`src/rtl/gate_unit_arbiter_if.sv`:
```
// gate_unit_arbiter_if
//   Bundles the request side (N_REQ packed requesters) and the single
//   response port of the shared gate unit.
//
// Handshake rule (both directions): a transfer happens on a rising clk edge
// where valid and ready are both high. Once valid is raised, it and its
// payload stay stable until that transfer.
//
//   req_valid [N_REQ]        requester -> arbiter, one bit per requester
//   req_ready [N_REQ]        arbiter -> requester, one-hot or zero
//   req_a/req_b [N_REQ*WIDTH] operands, requester i at [i*WIDTH +: WIDTH]
//   req_op    [N_REQ*2]      opcode, requester i at [i*2 +: 2]
//   rsp_valid/rsp_ready      result handshake
//   rsp_data  [WIDTH]        result
//   rsp_id    [ID_W]         index of the requester owning rsp_data
//
// master: the requester/consumer side. slave: the arbiter.
interface gate_unit_arbiter_if #(
  parameter int N_REQ = 4,
  parameter int WIDTH = 8
);
  localparam int ID_W = (N_REQ > 1) ? $clog2(N_REQ) : 1;

  logic [N_REQ-1:0]       req_valid;
  logic [N_REQ-1:0]       req_ready;
  logic [N_REQ*WIDTH-1:0] req_a;
  logic [N_REQ*WIDTH-1:0] req_b;
  logic [N_REQ*2-1:0]     req_op;
  logic                   rsp_valid;
  logic                   rsp_ready;
  logic [WIDTH-1:0]       rsp_data;
  logic [ID_W-1:0]        rsp_id;

  modport master (
    output req_valid, req_a, req_b, req_op, rsp_ready,
    input  req_ready, rsp_valid, rsp_data, rsp_id
  );

  modport slave (
    input  req_valid, req_a, req_b, req_op, rsp_ready,
    output req_ready, rsp_valid, rsp_data, rsp_id
  );
endinterface

```
`src/rtl/gate_unit_arbiter.sv`:
```
// gate_unit_arbiter
//   Shares one WIDTH-bit bitwise logic unit (AND/OR/XOR/NAND) between N_REQ
//   requesters with round-robin arbitration, one operation in flight.
//
//   clk       rising-edge clock
//   rst_n     asynchronous active-low reset
//   bus       gate_unit_arbiter_if.slave (request ports + response port)
//   dbg_state current FSM state (0 IDLE, 1 ACCEPT, 2 RESP)
//
// Timing: a request seen in IDLE at cycle T is accepted (req_ready) in T+1
// and its result is presented from T+2. All outputs come from flops.
module gate_unit_arbiter #(
  parameter int N_REQ = 4,
  parameter int WIDTH = 8
) (
  input  logic                clk,
  input  logic                rst_n,
  gate_unit_arbiter_if.slave  bus,
  output logic [1:0]          dbg_state
);

  localparam int ID_W = (N_REQ > 1) ? $clog2(N_REQ) : 1;
  localparam logic [N_REQ-1:0] ONE_HOT0 = {{(N_REQ-1){1'b0}}, 1'b1};

  typedef enum logic [1:0] {
    IDLE   = 2'd0,
    ACCEPT = 2'd1,
    RESP   = 2'd2
  } state_t;

  state_t           state;
  logic [ID_W-1:0]  ptr;
  logic [N_REQ-1:0] grant_r;
  logic [ID_W-1:0]  grant_idx;
  logic             rsp_valid_r;
  logic [WIDTH-1:0] rsp_data_r;
  logic [ID_W-1:0]  rsp_id_r;

  // Round-robin pick: first valid requester scanning ptr, ptr+1, ... mod N_REQ.
  logic             sel_found;
  logic [ID_W-1:0]  sel_idx;
  logic [ID_W-1:0]  cand;
  int               cand_i;

  always_comb begin
    sel_found = 1'b0;
    sel_idx   = '0;
    cand_i    = 0;
    cand      = '0;
    for (int k = 0; k < N_REQ; k++) begin
      cand_i = (int'(ptr) + k) % N_REQ;
      cand   = ID_W'(cand_i);
      if (!sel_found && bus.req_valid[cand]) begin
        sel_found = 1'b1;
        sel_idx   = cand;
      end
    end
  end

  // Operand mux and the gate unit itself, driven by the registered grant.
  logic [WIDTH-1:0] op_a;
  logic [WIDTH-1:0] op_b;
  logic [1:0]       op_code;
  logic [WIDTH-1:0] op_res;

  always_comb begin
    op_a    = bus.req_a[int'(grant_idx)*WIDTH +: WIDTH];
    op_b    = bus.req_b[int'(grant_idx)*WIDTH +: WIDTH];
    op_code = bus.req_op[int'(grant_idx)*2 +: 2];
    case (op_code)
      2'b00:   op_res = op_a & op_b;
      2'b01:   op_res = op_a | op_b;
      2'b10:   op_res = op_a ^ op_b;
      default: op_res = ~(op_a & op_b);
    endcase
  end

  always_ff @(posedge clk or negedge rst_n) begin
    if (!rst_n) begin
      state       <= IDLE;
      ptr         <= '0;
      grant_r     <= '0;
      grant_idx   <= '0;
      rsp_valid_r <= 1'b0;
      rsp_data_r  <= '0;
      rsp_id_r    <= '0;
    end else begin
      case (state)
        IDLE: begin
          if (sel_found) begin
            grant_r   <= ONE_HOT0 << sel_idx;
            grant_idx <= sel_idx;
            state     <= ACCEPT;
          end
        end
        ACCEPT: begin
          // grant_r is the accept strobe this cycle, so the operands are
          // captured on the same edge the requester sees its handshake.
          rsp_data_r  <= op_res;
          rsp_id_r    <= grant_idx;
          ptr         <= (int'(grant_idx) == N_REQ - 1) ? '0 : grant_idx + 1'b1;
          rsp_valid_r <= 1'b1;
          grant_r     <= '0;
          state       <= RESP;
        end
        RESP: begin
          // rsp_data/rsp_id are left holding the last result on purpose.
          if (bus.rsp_ready) begin
            rsp_valid_r <= 1'b0;
            state       <= IDLE;
          end
        end
        default: state <= IDLE;
      endcase
    end
  end

  assign bus.req_ready = grant_r;
  assign bus.rsp_valid = rsp_valid_r;
  assign bus.rsp_data  = rsp_data_r;
  assign bus.rsp_id    = rsp_id_r;
  assign dbg_state     = state;

endmodule

```
`src/flat_wrapper.sv`:
```
// flat-port wrapper written by rule: the top's interface ports become plain ports
module gate_unit_arbiter_flat 
#(
  parameter int N_REQ = 4,
  parameter int WIDTH = 8
)
  (clk, rst_n, dbg_state, bus_req_valid, bus_req_a, bus_req_b, bus_req_op, bus_rsp_ready, bus_req_ready, bus_rsp_valid, bus_rsp_data, bus_rsp_id);
  gate_unit_arbiter_if #(.N_REQ(N_REQ), .WIDTH(WIDTH)) bus_i ();
  input  logic clk;
  input  logic rst_n;
  output logic [1:0] dbg_state;
  input wire logic [$bits(bus_i.req_valid)-1:0] bus_req_valid;
  input wire logic [$bits(bus_i.req_a)-1:0] bus_req_a;
  input wire logic [$bits(bus_i.req_b)-1:0] bus_req_b;
  input wire logic [$bits(bus_i.req_op)-1:0] bus_req_op;
  input wire logic [$bits(bus_i.rsp_ready)-1:0] bus_rsp_ready;
  output wire logic [$bits(bus_i.req_ready)-1:0] bus_req_ready;
  output wire logic [$bits(bus_i.rsp_valid)-1:0] bus_rsp_valid;
  output wire logic [$bits(bus_i.rsp_data)-1:0] bus_rsp_data;
  output wire logic [$bits(bus_i.rsp_id)-1:0] bus_rsp_id;
  assign bus_i.req_valid = bus_req_valid;
  assign bus_i.req_a = bus_req_a;
  assign bus_i.req_b = bus_req_b;
  assign bus_i.req_op = bus_req_op;
  assign bus_i.rsp_ready = bus_rsp_ready;
  assign bus_req_ready = bus_i.req_ready;
  assign bus_rsp_valid = bus_i.rsp_valid;
  assign bus_rsp_data = bus_i.rsp_data;
  assign bus_rsp_id = bus_i.rsp_id;
  gate_unit_arbiter #(.N_REQ(N_REQ), .WIDTH(WIDTH)) u_core (.clk(clk), .rst_n(rst_n), .bus(bus_i), .dbg_state(dbg_state));
endmodule
```
`config.mk`:
```
export PLATFORM = sky130hd
export DESIGN_NAME = gate_unit_arbiter_flat
export DESIGN_NICKNAME = d
export VERILOG_FILES = /design/src/rtl/gate_unit_arbiter_if.sv /design/src/rtl/gate_unit_arbiter.sv /design/src/flat_wrapper.sv
export SDC_FILE = /design/constraint.sdc
export NUM_CORES = 1
export LEC_CHECK = 0
export ABC_AREA = 1
export CAP_MARGIN = 10
export CORE_MARGIN = 1
export CORE_UTILIZATION = 40
export DETAILED_ROUTE_END_ITERATION = 16
export PLACE_DENSITY = 0.86
export SLEW_MARGIN = 5
export SYNTH_ARGS = -nofsm -noshare
export SYNTH_HDL_FRONTEND = slang
export SYNTH_SLANG_ARGS = --single-unit
```
`constraint.sdc`:
```
create_clock -name clk -period 3.8 [get_ports clk]
set_input_delay 0.76 -clock clk [delete_from_list [all_inputs] [get_ports clk]]
set_output_delay 0.76 -clock clk [all_outputs]
set_load 0.02 [all_outputs]
```
==> results of run 1 <==
[stage by stage]
stage / power (W) / worst slack [ns] / cell area (um2) / std cells
global placement: 0.002215 / 1.482 / 3114 / 496
CTS: 0.002433 / 1.540 / 3161 / 500
floorplan: 0.001800 / 2.028 / 2151 / 345
finish: 0.002414 / 1.550 / 3161 / 500
detailed placement: 0.002283 / 1.437 / 3114 / 496
global route: 0.002720 / 1.339 / 3161 / 500
[power breakdown]
group          total (W)  switching, W  leakage [nW]  internal [W]
sequential      0.000418     0.0000866         0.260      0.000331
combinational    0.00185       0.00115          1.25      0.000704
clock           0.000146     0.0000735        0.0255     0.0000729
total            0.00241       0.00131          1.53       0.00111
[metal layers]
metal / global-route usage, % / vias to the layer above / share of wire, %
li1: - / 1282 / -
met1: 26.07 / 1110 / 44
met2: 37.10 / 95 / 48
met3: 2.513 / 10 / 6.3
met4: 7.819 / 0 / 2.2
met5: 0 / - / 0
[cells in the final DEF, fill, tap and decap left out, drive strengths merged]
master	n
a21oi	21
clkbuf	3
inv	34
ha	17
dfrtp	21
clkdlybuf4s50	95
o21ai	12
nor2	18
nand2	163
buf	1
o22ai	1
clkinv	1
nand3	27
a32oi	16
[critical path, stage by stage (launching register included)]
cell	delay [ns]
dfrtp_1	0.37
buf_4	0.24
inv_2	0.45
nand2_1	0.09
a32oi_1	0.31
inv_1	0.08
ha_1	0.30
nand2_1	0.07
nand2_1	0.04
nor2_1	0.08
o21ai_1	0.07
[flip-flops by register name, indices dropped and copies added, names as in the netlist]
| name | count |
|---|---|
| u_core.bus.rsp_id | 2 |
| u_core.ptr | 2 |
| u_core.bus.rsp_data | 8 |
| u_core.bus.rsp_valid | 1 |
| u_core.dbg_state | 2 |
| u_core.grant_idx | 2 |
| u_core.bus.req_ready | 4 |
[layout make-up]
type | count | area share, %
Sequential cell | 21 | 16.63
Timing Repair Buffer | 96 | 30.32
Clock inverter | 1 | 0.1584
Multi-Input combinational cell | 275 | 44.70
Clock buffer | 3 | 1.306
Inverter | 34 | 4.117
Tap cell | 70 | 2.771
[final timing paths]
| kind | slack, ns | depth (start not counted) | to |
|---|---|---|---|
| max in group asynchronous | 2.20 | 1 | u_core.grant_idx[1]$_DFFE_PN0P_ |
| max | 1.55 | 10 | u_core.bus.rsp_data[3]$_DFFE_PN0P_ |
| min reg2reg | 0.49 | 2 | u_core.bus.rsp_id[1]$_DFFE_PN0P_ |
| min in group asynchronous | 1.02 | 1 | u_core.bus.rsp_valid$_DFFE_PN0P_ |
| min | 0.49 | 2 | u_core.bus.rsp_id[1]$_DFFE_PN0P_ |
| max reg2reg | 1.55 | 10 | u_core.bus.rsp_data[3]$_DFFE_PN0P_ |
[logic make-up after synthesis]
group | after synthesis
AOI/OAI and AO/OA | 50
buffers and inverters | 49
and+or+nand+nor | 208
adders and majority gates | 17
DFF | 21
==> results_dict.tcl, run 1 <==
set metrics [dict create \
    synthAdderAreaFrac_pct 9.889 \
    critPathArrivalTime_ns 2.40 \
    share_of_layout_cells_above_drive_strength_1_pct 6.744 \
    synth-xor-area-share_pct 0 \
    post_synth_main_area_contributors "nand2_1 27%, dfrtp_1 24%, ha_1 9.9%, a32oi_1 6.5%, nand3_1 5.6%" \
    grt.overflow.total 0 \
    numClockSinks 21 \
    yosysSeqAreaShare_pct 24.43 \
    synthesis.area_um2 2151 \
    grt_use_total_pct 20.92 \
    critPathCaptureType "register" \
    initial_utilization_pct 41.85 \
    final.fill_count 505 \
    grt_setup_unrepaired "false" \
    synth.lib_cells_used.distinct 21 \
    antenna_found_initial 0 \
    synth_top_cell_by_area "nand2_1" \
    synth_top_family_by_area "simple AND/OR/NAND/NOR gates" \
    min-delay-path-class "reg2reg" \
    std_cell_rows 26 \
    critical_register_to_register_path_startpoint "u_core.grant_idx[0]$_DFFE_PN0P_" \
    buffer_ports.inserted 95 \
    worst_hold_startpoint "u_core.bus.rsp_id[1]$_DFFE_PN0P_" \
    irDropWorstVdd_mv 0.2773 \
    synth_simple_gate_area_share_pct 41.13 \
    timing.critical_path.from_type "register" \
    total_number_of_nets_in_the_final_design 527 \
    syn_nets 441 \
    ys.warnings.count 0 \
    cts_setup_buffers 0 \
    worstMarginPinSlew_ns 0.9421 \
    worst_hold_slack_ns 0.4897 \
    first_global_vias 2342 \
    clock-root-buffer "clkbuf_8" \
    route.final.wire_length_mm 5.517 \
    hpwl_mm 4.458 \
    route.detailed.drc 0 \
    ff_latch_area_um2 525.5 \
    power.static_leakage_nw 1.534 \
    gp_routability_congestion 0.8304 \
    ys.flop_type "dfrtp_1" \
    power_density_nw_per_um2 763.9 \
    synth_enable_flop_cells 0 \
    antenna_cells 0 \
    final_antenna_net_count 0 \
    slew_headroom_pct 37.00 \
    height_of_the_die_um 75.33 \
    timing_max_transition_violations_final 0 \
    cts_hold_repair.buffers 0 \
    period_share_pct 59.22 \
    cts-resized-gates 0 \
    synth_most_common_cell "nand2_1" \
    synth_top_cells_by_count "154 x nand2_1, 26 x inv_1, 24 x nand3_1, 21 x a21oi_1, 21 x dfrtp_1" \
    cts_buffer_depth 2 \
    chipWidth_um 75.33 \
    synthesized_area_fraction_occupied_by_ao_oa_aoi_and_oai_cells_pct 14.66 \
    global_route_wire_length_before_repair_mm 9.432 \
    tns_ns 0 \
    cp-startpoint "u_core.grant_idx[0]$_DFFE_PN0P_" \
    setup_viol 0 \
    synth.area.mux_share_pct 0 \
    crit_path_max_fanout 40 \
    cap_violations 0 \
    critPathKind "reg2reg" \
    postSynth.asyncResetShare_pct 100.0 \
    layout-area-overhead-vs-synth_pct 46.95 \
    critical_path_required_ns 3.95 \
    synth.avg_cell_area_um2 6.234 \
    timing.final.hold_violations 0 \
    core-area_um2 5140 \
    final.min_clock_period_ns 2.250 \
    finish.utilization_pct 61.49 \
    fmax_ghz 0.4444 \
    multi_input_area_um2 1413 \
    cts_tree "yes" \
    status "complete, no violations" \
    via_count 2497 \
    fin_worst_skew_ns 0.003627 \
    path_clk_slew_ns 0.08 \
    boundaryPins 96 \
    synth_cells 345 \
    wl_cell_um 11.03 \
    via_cell_ratio 4.994 \
    numCtsBuffers 3 \
    drt_iter0_drc 83 \
    synth_top_area_share_pct 26.88 \
    source_to_sink_clock_delay_at_the_later_pin_of_the_worst_skew_pair_ns 0.26 \
    drt_pre_antenna_iters 4 \
    htree_levels 1 \
    grt_max_degree 41 \
    flip_flop_and_latch_count_after_synthesis 21 \
    die_area_um2 5675 \
]
(Power assumes the default switching activity.)
==> run 2, diff against run 1 <==
- CORE_UTILIZATION: 40 -> 39
- PLACE_DENSITY: 0.86 -> 0.88
- clock period: 3.8 -> 1.9 ns (I/O delays scaled with it)
==> run 2 against run 1 <==
  * Register-to-register slack lost 1.4 ns
  * Critical path depth is the same
  * Power grew 120%
  * Count of clock-buffer cells in the layout is the same
  * First-iteration DRC count grew 28%
  * Clock skew grew 0.0022 ns
  * Die area grew 2.5%
  * Maximum frequency grew 27%
  * Setup slack lost 1.4 ns
  * Sequential power grew 94%
  * Final area grew 5.1%
  * Critical path type unchanged
  * Largest cell class unchanged
  * Highest routed layer unchanged
==> results_dict.tcl, run 2 (synthesized netlist as in run 1, its figures left out) <==
set metrics [dict create \
    gp_routability_congestion 0.8672 \
    period_share_pct 93.29 \
    height_of_the_die_um 76.26 \
    min-delay-path-class "in2async" \
    critical_path.max_stage_delay_ns 0.43 \
    boundaryPins 96 \
    critPathCaptureType "register" \
    total_number_of_nets_in_the_final_design 534 \
    wl_cell_um 12.17 \
    numCtsBuffers 3 \
    route.final.wire_length_mm 6.168 \
    path_clk_slew_ns 0.08 \
    core-area_um2 5205 \
    initial_utilization_pct 41.32 \
    layout.cells.most_common "nand2_1" \
    fin_worst_skew_ns 0.005864 \
    power.static_leakage_nw 1.593 \
    irDropWorstVdd_mv 0.8489 \
    cts-resized-gates 0 \
    drt_pre_antenna_iters 4 \
    std_cell_rows 26 \
    mostFrequentLayoutCells "154 x nand2_1, 95 x clkdlybuf4s50_1, 26 x inv_1" \
    cts_buffer_depth 2 \
    final.min_clock_period_ns 1.773 \
    fmax_ghz 0.5642 \
    worstMarginPinSlew_ns 0.4899 \
    grt_max_degree 37 \
    grt_use_total_pct 20.88 \
    source_to_sink_clock_delay_at_the_later_pin_of_the_worst_skew_pair_ns 0.26 \
    critPathArrivalTime_ns 1.92 \
    layout-area-overhead-vs-synth_pct 54.39 \
    final_antenna_net_count 0 \
    slew_headroom_pct 67.30 \
    via_cell_ratio 5.073 \
    worstRegToRegCells 10 \
    via_count 2572 \
    cts_tree "yes" \
    chipWidth_um 76.26 \
    share_of_layout_cells_above_drive_strength_1_pct 10.53 \
    numClockSinks 21 \
    first_global_vias 2413 \
    status "complete, no violations" \
    timing.final.hold_violations 0 \
    worst_path_cell_trace "inv_2, buf_12, nand2_1, a32oi_2, inv_1, ha_1, nand2_1, nand2_1, nor2_1, o21ai_1" \
    clock-root-buffer "clkbuf_8" \
    cts_hold_repair.buffers 0 \
    cap_violations 0 \
    critical_path_required_ns 2.05 \
    finish.utilization_pct 63.80 \
    route.detailed.drc 0 \
    die_area_um2 5816 \
    cp_common_cell "nand2_1" \
    slowest_stage "dfrtp_1" \
    buffer_ports.inserted 95 \
    totalPowerFinal_w 0.005211 \
    antenna_cells 0 \
    antenna_found_initial 0 \
    global_route_wire_length_before_repair_mm 10.11 \
    crit_path_max_fanout 36 \
    setup_viol 0 \
    drt_iter0_drc 106 \
    critPathKind "reg2reg" \
    grt.overflow.total 0 \
    timing.critical_path.from_type "register" \
    power_density_nw_per_um2 1569 \
    htree_levels 1 \
    cts_setup_buffers 0 \
    hpwl_mm 4.760 \
    largest_reg_flops 8 \
    timing_max_transition_violations_final 0 \
]
==> run 2: cell count changes in the layout (fill, tap and decap cells not counted), sizes merged <==
cell  delta
buf      +7
==> run 2: layout make-up <==
type | instances | area [um2]
fillers | 447 | 1884
multi-input cells | 275 | 1488
repair buffers | 103 | 1044
flip-flops and latches | 21 | 525.5
inverters | 34 | 130.1
well taps | 70 | 87.58
clock buffers | 3 | 41.29
clock inverters | 1 | 5.005
==> run 2: through the flow <==
step | worst slack (ns) | area [um2] | cells | TNS [ns] | hold WS [ns]
finish | 0.1274 | 3321 | 507 | 0 | 0.4525
CTS | 0.01031 | 3238 | 507 | 0 | 0.4570
detailed placement | -0.05967 | 3192 | 503 | -0.1824 | 0.4747
global route | -0.01485 | 3321 | 507 | -0.02227 | 0.4942
global placement | -0.01296 | 3192 | 503 | -0.01296 | 0.4696
floorplan | 0.1275 | 2151 | 345 | 0 | 0.08441
==> run 2: worst paths after layout <==
check | from | end | slack, ns
hold reg to reg | u_core.bus.rsp_data[5]$_DFFE_PN0P_ | u_core.bus.rsp_data[5]$_DFFE_PN0P_ | 0.49
hold / removal | rst_n | u_core.grant_idx[1]$_DFFE_PN0P_ | 0.45
setup / recovery | u_core.grant_idx[0]$_DFFE_PN0P_ | u_core.bus.rsp_data[1]$_DFFE_PN0P_ | 0.13
min in group clk | u_core.bus.rsp_data[5]$_DFFE_PN0P_ | u_core.bus.rsp_data[5]$_DFFE_PN0P_ | 0.49
max in group asynchronous | rst_n | u_core.dbg_state[0]$_DFFE_PN0P_ | 1.23
setup reg to reg | u_core.grant_idx[0]$_DFFE_PN0P_ | u_core.bus.rsp_data[1]$_DFFE_PN0P_ | 0.13
==> run 2: critical path, delay by kind of cell, from the launching register on <==
kind,cells,cell delay (ns)
AOI/OAI and AO/OA,2,0.28
adders and majority gates,1,0.29
buffers and inverters,3,0.34
DFF,1,0.43
and+or+nand+nor,4,0.29
==> run 2: per-layer routing <==
metal,GRT usage (%),share of wire (%),vias to the layer above
li1,-,-,1298
met1,23.31,41,1172
met3,4.551,6.8,10
met5,0,0,-
met4,7.692,1.9,0
met2,38.47,51,92
==> run 2: power by group <==
group          leakage, nW  switching (W)  internal, W  total [W]
sequential           0.260       0.000148     0.000663   0.000810
clock               0.0255       0.000147     0.000146   0.000293
combinational         1.31        0.00249      0.00162    0.00411
total                 1.59        0.00278      0.00243    0.00521
==> run 3, diff against run 2 <==
- CORE_UTILIZATION: 39 -> 40
- PLACE_DENSITY: 0.88 -> 0.86
- clock period: 1.9 -> 2 ns (I/O delays scaled with it)
==> run 3 against run 2 <==
  * Largest power group unchanged
  * Non-clock buffer count shrank 1
  * Critical path depth decreased by 1
  * Highest routed layer unchanged
  * Cell count decreased by 0.20%
  * Clock skew down 0.0027 ns
  * First-iteration DRC count shrank 26%
  * Combinational power decreased by 12%
  * Global-route usage is 0.086 points lower
  * Worst hold slack improved by 0.012 ns
  * Setup slack better by 0.040 ns
  * Flip-flop and latch count unchanged
==> results_dict.tcl, run 3 (synthesized netlist as in run 1, its figures left out) <==
set metrics [dict create \
    wl_cell_um 11.04 \
    final_critical_path_setup_slack_ns 0.1677 \
    power.net_switching_w 0.002498 \
    final_cell_count_without_fillers 506 \
    power.static_leakage_nw 1.573 \
    relative_contribution_of_the_clock_network_to_total_power_pct 6.1 \
    via_cell_ratio 4.921 \
    first_global_vias 2239 \
    worstMarginPinSlew_ns 0.4454 \
    htree_levels 1 \
    share_of_layout_cells_above_drive_strength_1_pct 8.028 \
    globalRouteMet1Util_pct 24.71 \
    worst_path_cell_trace "buf_4, nand2_1, a32oi_1, inv_1, ha_1, nand2_1, nand2_1, nor2_1, o21ai_1" \
    route.detailed.drc 0 \
    fin_worst_skew_ns 0.003133 \
    dp_worst_setup_slack_ns 0.06311 \
    cts_buffer_depth 2 \
    power_switching_share_pct 53.08 \
    layout.cells.most_common "nand2_1" \
    drt_pre_antenna_iters 4 \
    fmax_ghz 0.5458 \
    grt.overflow.total 0 \
    r2r_slack_ns 0.17 \
    numCtsBuffers 3 \
    via_count 2490 \
    timing_max_transition_violations_final 0 \
    largest_reg_flops 8 \
    timing.final.hold_violations 0 \
    timing.critical_path.from_type "register" \
    gp_routability_congestion 0.8304 \
    tns_ns 0 \
    cap_violations 0 \
    layout-area-overhead-vs-synth_pct 50.20 \
    cts-resized-gates 0 \
    critical_path_required_ns 2.16 \
    busiest_layer "met2" \
    std_cell_rows 26 \
    total_number_of_nets_in_the_final_design 533 \
    period_share_pct 91.62 \
    route.final.wire_length_mm 5.586 \
    cts_tree "yes" \
    grt_use_total_pct 20.80 \
    numClockSinks 21 \
    global_route_wire_length_before_repair_mm 9.183 \
    grt_setup_unrepaired "false" \
    p_int_w 0.002208 \
    source_to_sink_clock_delay_at_the_later_pin_of_the_worst_skew_pair_ns 0.27 \
    core-area_um2 5140 \
    height_of_the_die_um 75.33 \
    setup_viol 0 \
    drt_iter0_drc 78 \
    hpwl_mm 4.568 \
    crit_path_max_fanout 20 \
    boundaryPins 96 \
    final.fill_count 482 \
    cp-startpoint "u_core.grant_idx[0]$_DFFE_PN0P_" \
    combinationalPowerShare_pct 76.6 \
    totalPowerFinal_w 0.004706 \
    critPathCaptureType "register" \
    chipWidth_um 75.33 \
    die_area_um2 5675 \
    initial_utilization_pct 41.85 \
    cts_hold_repair.buffers 0 \
    buffer_ports.inserted 95 \
    register_share_of_total_power_pct 17.3 \
    groute.layer.met3.usage_pct 2.910 \
    cp_common_cell "nand2_1" \
    antenna_found_initial 0 \
    slew_headroom_pct 70.27 \
    critical_path.max_stage_delay_ns 0.47 \
    clock-root-buffer "clkbuf_8" \
    cts_setup_buffers 0 \
    met2_usage_pct 38.49 \
    path_clk_slew_ns 0.08 \
    final.min_clock_period_ns 1.832 \
    critPathArrivalTime_ns 1.99 \
    mostFrequentLayoutCells "154 x nand2_1, 95 x clkdlybuf4s50_1, 26 x inv_1" \
    critPathKind "reg2reg" \
    slowest_stage "dfrtp_1" \
    place_inst 502 \
    min-delay-path-class "in2async" \
    critical_register_to_register_path_startpoint "u_core.grant_idx[0]$_DFFE_PN0P_" \
    final_antenna_net_count 0 \
    grt_max_degree 37 \
    irDropWorstVdd_mv 0.5640 \
    power_density_nw_per_um2 1457 \
    status "complete, no violations" \
    antenna_cells 0 \
    worst_hold_slack_ns 0.4648 \
]
==> run 3: per-stage QoR <==
stage               area [um2]  util (%)
floorplan                 2151         -
global placement          3184     61.95
detailed placement        3184     61.95
CTS                       3231     62.85
global route              3231     62.85
finish                    3231     62.85
==> run 3: final cells by class <==
type                    instances  area (um2)  share of cell area (%)
repair buffers                102        1028                   31.84
well taps                      70       87.58                   2.711
clock inverters                 1       5.005                  0.1549
flip-flops and latches         21       525.5                   16.27
inverters                      34       130.1                   4.028
clock buffers                   3       41.29                   1.278
multi-input cells             275        1413                   43.73
==> run 3: critical path, delay by kind of cell (launching register included) <==
kind,cells,cell delay [ns]
and+or+nand+nor,4,0.26
buffers and inverters,2,0.35
adders and majority gates,1,0.29
DFF,1,0.47
AOI/OAI and AO/OA,2,0.35
==> run 3: power by group through the flow <==
stage               logic (W)  registers, W  clock network, W
global placement      0.00351      0.000822                 0
finish                0.00361      0.000813          0.000287
global route          0.00411      0.000842          0.000306
CTS                   0.00363      0.000817          0.000292
detailed placement    0.00361      0.000826                 0
floorplan             0.00247      0.000947                 0
==> run 3: worst paths after layout <==
check | depth (start not counted) | end
worst max-delay path | 9 | u_core.bus.rsp_data[6]$_DFFE_PN0P_
max in group asynchronous | 2 | u_core.ptr[0]$_DFFE_PN0P_
worst max register to register | 9 | u_core.bus.rsp_data[6]$_DFFE_PN0P_
worst min-delay path | 2 | u_core.bus.req_ready[0]$_DFFE_PN0P_
min in group clk | 2 | u_core.bus.rsp_data[6]$_DFFE_PN0P_
worst min register to register | 2 | u_core.bus.rsp_data[6]$_DFFE_PN0P_
==> run 3: layer usage <==
layer | share of wire, % | vias to the layer above | wire length (um)
met5 | 0 | - | 0
met4 | 1.5 | 0 | 82
met3 | 6.8 | 5 | 379
met2 | 49 | 85 | 2731
met1 | 43 | 1104 | 2391
li1 | - | 1296 | -
